**config.mk**
```make
export PLATFORM = sky130hd
export DESIGN_NAME = id_ex_stage
export DESIGN_NICKNAME = d
export VERILOG_FILES = /design/src/rtl/rv32_ex_pkg.sv /design/src/rtl/id_ex_stage_fwd_select.sv /design/src/rtl/id_ex_stage.sv
export SDC_FILE = /design/constraint.sdc
export NUM_CORES = 1
export LEC_CHECK = 0
export ABC_CLOCK_PERIOD_IN_PS = 850
export BUFFER_PORTS_ARGS = -buffer_cell sky130_fd_sc_hd__buf_2
export CORE_AREA = 10 10 138 140
export CTS_CLUSTER_DIAMETER = 120
export CTS_CLUSTER_SIZE = 14
export DETAILED_ROUTE_END_ITERATION = 8
export DIE_AREA = 0 0 148 150
export PLACE_DENSITY_LB_ADDON = 0.08
export SLEW_MARGIN = 40
export SYNTH_ARGS = -nofsm -noshare
export SYNTH_HDL_FRONTEND = slang
export SYNTH_HIERARCHICAL = 1
export SYNTH_SLANG_ARGS = --single-unit
```
**constraint.sdc**
```tcl
create_clock -name clk -period 0.85 [get_ports clk]
set_input_delay 0 -clock clk [delete_from_list [all_inputs] [get_ports clk]]
set_output_delay 0 -clock clk [all_outputs]
set_load 0.005 [all_outputs]
```
**src/rtl/rv32_ex_pkg.sv**
```systemverilog
`default_nettype none
// ============================================================================
// Module   : rv32_ex_pkg
// Purpose  : Shared EX-stage constants for the rv32i pipeline: shifter
//            type encoding, shift funct3 codes and the default datapath width.
// Revision : 1.0  initial release
// ============================================================================
package rv32_ex_pkg;

  localparam int RV_XLEN = 32;

  // Shifter control encoding driven from ID/EX into the EX shifter
  typedef enum logic [1:0] {
    SH_SRL  = 2'b00,
    SH_SLL  = 2'b01,
    SH_SRA  = 2'b10,
    SH_NONE = 2'b11
  } shift_type_e;

  localparam logic [2:0] F3_SLL = 3'b001;
  localparam logic [2:0] F3_SRX = 3'b101;

  // Map an OP/OP-IMM funct3/bit30 pair to a shifter type (SH_NONE if not a shift)
  function automatic logic [1:0] decode_shift(input logic [2:0] funct3,
                                               input logic       funct7_b5);
    logic [1:0] st;
    st = SH_NONE;
    if (funct3 == F3_SLL) begin
      st = SH_SLL;
    end else if (funct3 == F3_SRX) begin
      st = funct7_b5 ? SH_SRA : SH_SRL;
    end
    return st;
  endfunction

endpackage
`default_nettype wire

```
**src/rtl/id_ex_stage_fwd_select.sv**
```systemverilog
`default_nettype none
// ============================================================================
// Module   : fwd_select
// Purpose  : Operand forwarding mux: compares one source register index
//            against the EX/MEM and MEM/WB destinations and selects the
//            youngest matching result, else the register-file data.
//            x0 is never forwarded. FWD_EN=0 reduces it to a wire.
// Revision : 1.0  initial release
// ============================================================================
module fwd_select
  import rv32_ex_pkg::*;
#(
  parameter int XLEN   = RV_XLEN,
  parameter bit FWD_EN = 1'b1
) (
  input  logic [4:0]      addr,
  input  logic [XLEN-1:0] rf_data,
  input  logic            exmem_wen,
  input  logic [4:0]      exmem_rd,
  input  logic [XLEN-1:0] exmem_result,
  input  logic            memwb_wen,
  input  logic [4:0]      memwb_rd,
  input  logic [XLEN-1:0] memwb_result,
  output logic [XLEN-1:0] data
);

  logic w_addr_nz;
  logic w_hit_exmem;
  logic w_hit_memwb;

  assign w_addr_nz   = (addr != 5'd0);
  assign w_hit_exmem = FWD_EN && exmem_wen && (exmem_rd == addr) && w_addr_nz;
  assign w_hit_memwb = FWD_EN && memwb_wen && (memwb_rd == addr) && w_addr_nz;

  // EX/MEM is younger than MEM/WB, so it wins when both match
  always_comb begin
    data = rf_data;
    if (w_hit_exmem) begin
      data = exmem_result;
    end else if (w_hit_memwb) begin
      data = memwb_result;
    end
  end

endmodule
`default_nettype wire

```
**src/rtl/id_ex_stage.sv**
```systemverilog
`default_nettype none
// ============================================================================
// Module   : id_ex_stage
// Purpose  : ID/EX pipeline register. Resolves operand forwarding at capture,
//            precomputes shifter controls, supports stall (hold, with MEM/WB
//            refresh of held operands) and flush (bubble insertion).
// Config   : IDEX_FORWARDING_EN - when defined, forwarding and stall refresh
//            are active; when undefined the forwarding ports are ignored.
// Revision : 1.0  initial release
// ============================================================================
module id_ex_stage
  import rv32_ex_pkg::*;
#(
  parameter int              XLEN     = RV_XLEN,
  parameter logic [XLEN-1:0] RESET_PC = '0
) (
  input  logic            clk,
  input  logic            rst_n,
  input  logic            stall,
  input  logic            flush,
  input  logic            in_valid,
  input  logic [XLEN-1:0] in_pc,
  input  logic [4:0]      in_rs1_addr,
  input  logic [4:0]      in_rs2_addr,
  input  logic [4:0]      in_rd_addr,
  input  logic [XLEN-1:0] in_rs1_data,
  input  logic [XLEN-1:0] in_rs2_data,
  input  logic [XLEN-1:0] in_imm,
  input  logic            in_alu_src,
  input  logic [2:0]      in_funct3,
  input  logic            in_funct7_b5,
  input  logic            in_is_op,
  input  logic            exmem_wen,
  input  logic [4:0]      exmem_rd,
  input  logic [XLEN-1:0] exmem_result,
  input  logic            memwb_wen,
  input  logic [4:0]      memwb_rd,
  input  logic [XLEN-1:0] memwb_result,
  output logic            ex_valid,
  output logic [XLEN-1:0] ex_pc,
  output logic [XLEN-1:0] ex_op_a,
  output logic [XLEN-1:0] ex_op_b,
  output logic [XLEN-1:0] ex_rs2_fwd,
  output logic [4:0]      ex_shamt,
  output logic [1:0]      ex_shift_type,
  output logic            ex_is_shift,
  output logic [4:0]      ex_rd_addr,
  output logic [2:0]      ex_funct3
);

`ifdef IDEX_FORWARDING_EN
  localparam bit c_FWD_EN = 1'b1;
`else
  localparam bit c_FWD_EN = 1'b0;
`endif

  logic [XLEN-1:0] w_rs1_fwd;
  logic [XLEN-1:0] w_rs2_fwd;
  logic [XLEN-1:0] w_op_b;
  logic [4:0]      w_shamt;
  logic [1:0]      w_shift_type;
  logic            w_is_shift;
  logic            w_ref_en;
  logic            w_ref_rs1;
  logic            w_ref_rs2;

  // Source indices and operand-B select of the held instruction, kept for stall refresh
  logic [4:0]      r_rs1_addr;
  logic [4:0]      r_rs2_addr;
  logic            r_alu_src;

  fwd_select #(.XLEN(XLEN), .FWD_EN(c_FWD_EN)) u_fwd_rs1 (
    .addr         (in_rs1_addr),
    .rf_data      (in_rs1_data),
    .exmem_wen    (exmem_wen),
    .exmem_rd     (exmem_rd),
    .exmem_result (exmem_result),
    .memwb_wen    (memwb_wen),
    .memwb_rd     (memwb_rd),
    .memwb_result (memwb_result),
    .data         (w_rs1_fwd)
  );

  fwd_select #(.XLEN(XLEN), .FWD_EN(c_FWD_EN)) u_fwd_rs2 (
    .addr         (in_rs2_addr),
    .rf_data      (in_rs2_data),
    .exmem_wen    (exmem_wen),
    .exmem_rd     (exmem_rd),
    .exmem_result (exmem_result),
    .memwb_wen    (memwb_wen),
    .memwb_rd     (memwb_rd),
    .memwb_result (memwb_result),
    .data         (w_rs2_fwd)
  );

  // Operand B and shift amount: immediate form or forwarded rs2 (low 5 bits only)
  always_comb begin
    w_op_b  = in_alu_src ? in_imm      : w_rs2_fwd;
    w_shamt = in_alu_src ? in_imm[4:0] : w_rs2_fwd[4:0];
  end

  // Shift decode is only meaningful for valid OP/OP-IMM instructions
  always_comb begin
    w_shift_type = SH_NONE;
    if (in_valid && in_is_op) begin
      w_shift_type = decode_shift(in_funct3, in_funct7_b5);
    end
    w_is_shift = (w_shift_type != SH_NONE);
  end

  // While stalled, a MEM/WB write to a held source register must update the held operand
  always_comb begin
    w_ref_en  = c_FWD_EN && memwb_wen && (memwb_rd != 5'd0);
    w_ref_rs1 = w_ref_en && (memwb_rd == r_rs1_addr);
    w_ref_rs2 = w_ref_en && (memwb_rd == r_rs2_addr);
  end

  // Pipeline register: reset > flush > stall > load; invalid input loads a bubble
  always_ff @(posedge clk or negedge rst_n) begin
    if (!rst_n) begin
      ex_valid      <= 1'b0;
      ex_pc         <= RESET_PC;
      ex_op_a       <= '0;
      ex_op_b       <= '0;
      ex_rs2_fwd    <= '0;
      ex_shamt      <= 5'd0;
      ex_shift_type <= SH_NONE;
      ex_is_shift   <= 1'b0;
      ex_rd_addr    <= 5'd0;
      ex_funct3     <= 3'd0;
      r_rs1_addr    <= 5'd0;
      r_rs2_addr    <= 5'd0;
      r_alu_src     <= 1'b0;
    end else if (flush || (!stall && !in_valid)) begin
      ex_valid      <= 1'b0;
      ex_is_shift   <= 1'b0;
      ex_shift_type <= SH_NONE;
      ex_rd_addr    <= 5'd0;
    end else if (stall) begin
      if (w_ref_rs1) begin
        ex_op_a <= memwb_result;
      end
      if (w_ref_rs2) begin
        ex_rs2_fwd <= memwb_result;
        if (!r_alu_src) begin
          ex_op_b <= memwb_result;
        end
      end
    end else begin
      ex_valid      <= 1'b1;
      ex_pc         <= in_pc;
      ex_op_a       <= w_rs1_fwd;
      ex_op_b       <= w_op_b;
      ex_rs2_fwd    <= w_rs2_fwd;
      ex_shamt      <= w_shamt;
      ex_shift_type <= w_shift_type;
      ex_is_shift   <= w_is_shift;
      ex_rd_addr    <= in_rd_addr;
      ex_funct3     <= in_funct3;
      r_rs1_addr    <= in_rs1_addr;
      r_rs2_addr    <= in_rs2_addr;
      r_alu_src     <= in_alu_src;
    end
  end

endmodule
`default_nettype wire

```
After elaboration in Yosys (flattened, before gate mapping)
Index checks and enable logic that the tools add are counted.
- muxes and demuxes: 14
- bitwise logic cells: 2
- reductions and logical operators: 6
- equal/unequal tests: 4
- operator list (cell ; number):
    32-bit 2-to-1 mux ; 1
    5-bit 2-to-1 mux ; 3
    2-bit 2-to-1 mux ; 6
    1-bit 2-to-1 mux ; 4
    3-bit by 1-bit equality test with 1-bit output (second input constant) ; 1
    3-bit equality test (second input constant) ; 1
    1-bit logical AND ; 2
    1-bit logical NOT ; 2
    2-bit by 1-bit != test with 1-bit output (second input constant) ; 1
    2-bit != test (second input constant) ; 1
    1-bit NOT ; 2
    2-bit AND reduction ; 1
    1-bit logical OR ; 1
- bits of input ports: 230
- output and inout bits: 145
- register bits after elaboration: 145
- word-level logic and storage cells: 36

Depth between registers and ports, before layout
- depth after elaboration: 7
- depth in mapped cells: 4
- depth with buffers taken out: 2

Cells and area by module
The synthesis kept the hierarchy.
- modules (own cells, without submodules) (module ; area an instance (sq um) ; cells an instance ; times used):
    id_ex_stage ; 5645.4 ; 344 ; 1
    fwd_select ; 240.2 ; 32 ; 2

Least setup slack after synthesis
OpenSTA, ideal clock, no wires.
- kind: input to register
- start: in stall
- end: reg ex_op_b[10]
- buffers on the path: 2
- data required time: 0.725 ns
- cell stages on the path: 4
- data arrival time: 0.987 ns
- setup time: 0.125 ns
- path slack: -0.261 ns
- path through: nor3b_2 buf_2 buf_2 mux2_2
- cells in the longest elaborated chain, start to end: 5
- elaborated cells between the ends (all ways): 6
- those cells by class: bitwise: 2; reduce/logical: 4
- ends and longest elaborated chain (element ; RTL line ; RTL):
    from (decl) ; id_ex_stage.sv:19 ; input logic stall,
    1-bit logical NOT ; id_ex_stage.sv:134 ; end else if (flush || (!stall && !in_valid)) begin
    1-bit logical AND ; id_ex_stage.sv:134 ;
    1-bit logical OR ; id_ex_stage.sv:134 ;
    1-bit NOT (no source line) ; n/a ;
    2-bit AND reduction (no source line) (*) ; n/a ;
    to (signal assigned) ; id_ex_stage.sv:146 ; ex_op_b <= memwb_result;
    to (signal assigned) ; id_ex_stage.sv:153 ; ex_op_b <= w_op_b;
    to (decl) ; id_ex_stage.sv:42 ; output logic [XLEN-1:0] ex_op_b,
Every way passes the cells marked *; elsewhere a longest branch is shown, timed or not.
A chain may end at the register's enable or synchronous reset.

==> results_dict.tcl <==
set metrics [dict create \
    cts_max_level 4 \
    crit_required_ns 0.85 \
    numCtsBuffers 17 \
    core_sq_mm 0.0163 \
    final_antenna_net_count 0 \
    clk_pin_slew_ns 0.06 \
    cpLargestDelayFamily "flip-flops" \
    drive_gt1_share_pct 65.9 \
    yosysUniqueCellTypes 19 \
    p_leak_uw 0.00528 \
    synth_most_common_cell "mux2_2" \
    std_cell_rows 47 \
    synthArstFlopShare_pct 100 \
    crit_path_end_kind "primary output" \
    dr_total_vias 4744 \
    grt_pass1_wl_mm 30.2 \
    clkPwrFrac_pct 34.9 \
    hold_class "in2reg" \
    violations "hold timing, setup timing" \
    io_pins 375 \
    postSynthAreaPerCell_sq_um 15.0 \
    clk_latency_ns 0.41 \
    synth_seq_cells 140 \
    grt_pass1_vias 5503 \
    p_per_area_mw_per_mm2 2130 \
    cpMaxStageDelayCell "dfrtp_1" \
    gp_congestion 0.777 \
    antenna_found_initial 1 \
    p_int_uw 16900 \
    post_synth_most_frequent_cells "mux2_2 (160), dfrtp_1 (138), buf_4 (74)" \
    switching_power_uw 5430 \
    drc_errors 0 \
    syn-cell-area_sq_mm 0.00613 \
    nNetsFinal 1065 \
    fin_worst_skew_ns 0 \
    grt_use_total_pct 17.2 \
    grt_max_degree 38 \
    ys_warn_count 6 \
    hold_violations 4 \
    path_max_fanout 2 \
    synthFlopType "dfrtp_1" \
    worst-path-buf-inv 2 \
    dp_worst_setup_slack_ns -0.437 \
    crit_arrival_ns 1.05 \
    seqPwrFrac_pct 38.5 \
    via_per_inst 4.44 \
    wl_per_cell_um 18.6 \
    synth_top_area_share_pct 56.4 \
    synthTopCellsByArea "dfrtp_1 (56%), mux2_2 (29%), buf_4 (9.1%)" \
    cts_tree "done" \
    port-buffer-count 288 \
    fin_crit_ns 1.05 \
    syn_nets 638 \
    synth-edff-count 0 \
    fin_setup_tns_ns -13.57 \
    cts.sinks 140 \
    finalMaxSlewViolations 0 \
    worst_slack_ns -0.201 \
    crit_type "reg2out" \
    crit_path_max_incr_delay_ns 0.40 \
    root_buffer "clkbuf_16" \
    cts_buffer_depth 2 \
    ys_seq_area_share_pct 57.2 \
    cp-start-kind "flip-flop" \
    pwr-share-comb_pct 26.6 \
    worst_pin_slew_ns 0.598 \
    drtIter0Drc 128 \
    die_width_um 148 \
    postRouteWirelength_mm 19.9 \
    dieArea_sq_mm 0.0222 \
    hold_slack_ns -0.0267 \
    synth_largest_area_cell "dfrtp_1" \
    crit_top_cell "buf_6" \
    netSwitchingFraction_pct 24.3 \
    path_cells "buf_6 > buf_6" \
    max_freq_mhz 951 \
    period_share_pct 124 \
    globalRouteOverflowTotal 0 \
    power_uw 22300 \
    drv_cap 0 \
    dpl.hpwl_mm 13.9 \
    initial_core_util_pct 37.5 \
    first_pass_iters 6 \
    max-slew-margin-rel_pct 60.1 \
    synthCells 408 \
    die-height_um 150 \
    rsz0062_at_grt "yes" \
    status "complete, but fails checks" \
    peakVddDrop_v 0.00131 \
    setup-violations-final 205 \
    synthToLayoutAreaGrowth_pct 71.1 \
]
## kinds of logic (layout without fill, tap and decap cells)
logic type	count (synthesis)	count (layout)	share of synthesized area (%)
flip-flops	140	140	57.2
AO/OA/AOI/OAI	9	9	1.31
other	0	1	0
AND/OR/NAND/NOR	6	6	0.776
buffers and inverters	90	530	10.7
multiplexers	163	163	30.0
## power groups by stage
stage | clock [uW] | sequential (uW) | combinational, uW
after detailed placement | 0 | 8630 | 4480
after floorplan | 0 | 8740 | 2220
final | 7810 | 8600 | 5930
after global routing | 8320 | 8740 | 6400
after global placement | 0 | 8590 | 4410
after CTS | 8010 | 8520 | 5630
## worst min-delay path, stage by stage
cell,delay [ns]
buf_2,0.09
mux2_4,0.13
mux2_4,0.13
## flip-flops by register name, summed over array words and instances (netlist names)
name           count
ex_valid           1
ex_op_a           32
ex_shift_type      2
ex_pc             32
ex_rs2_fwd        32
ex_is_shift        1
ex_funct3          3
ex_rd_addr         5
ex_op_b           32
## cell usage in the layout (no fill, tap or decap)
cell,n
o2bb2ai_1,1
dlygate4sd3_1,129
nor2b_1,1
nor3b_4,1
buf_2,264
inv_1,1
dfrtp_1,138
buf_6,39
and2_1,1
buf_4,46
or3b_4,1
clkinvlp_4,2
dfstp_2,2
clkbuf_8,2
a21o_1,1
mux2_4,97
clkinv_4,1
clkinv_2,5
nand3b_1,1
mux2_2,66
clkbuf_1,1
bufinv_16,4
nand2b_1,1
diode_2,1
clkbuf_16,18
dlymetal6s4s_1,7
buf_12,11
o32a_1,2
a22o_1,5
## path summary, 6_finish.rpt
kind / to / slack, ns / depth (start not counted) / startpoint
max: ex_shamt[0] / -0.20 / 2 / ex_op_b[0]
min: ex_op_b[2] / -0.03 / 3 / in_imm[2]
max reg2reg: ex_op_b[1] / -0.06 / 2 / ex_op_b[1]
min reg2reg: ex_valid / 0.49 / 1 / ex_valid
max in group asynchronous: ex_rs2_fwd[15] / 0.33 / 3 / rst_n
min in group asynchronous: ex_op_b[7] / 0.05 / 2 / rst_n
## stage by stage
step,cell area (sq um),cells,util [%]
after global routing,10500,1069,64.1
after detailed placement,7890,855,48.2
after floorplan,6590,408,-
after global placement,7890,855,48.2
final,10500,1069,64.1
after CTS,10200,1063,62.6
## final cells by class
type                    count  area, sq um
diodes                      1         2.50
clock buffers              20          457
clock inverters            12          169
fillers                  1273         5870
inverters                   1         3.75
multi-input cells         178         2340
flip-flops and latches    140         3510
well taps                 220          275
repair buffers            497         3730
## per-layer routing
layer	global-route usage, %	vias up	share of wire, %
li1	-	2202	-
met1	18.2	2347	38
met2	30.8	168	53
met3	6.64	27	7.0
met4	5.70	0	1.9
met5	0	-	0
## what timing repair did
action	CTS	global route
gates cloned	0	1
pin swaps	0	1
endpoints found under the setup margin	145	217
endpoints found under the hold margin	279	37
setup buffers	41	17
hold buffers	136	19
resized for setup	11	42
No activity file was read; power rests on OpenSTA's default activity.
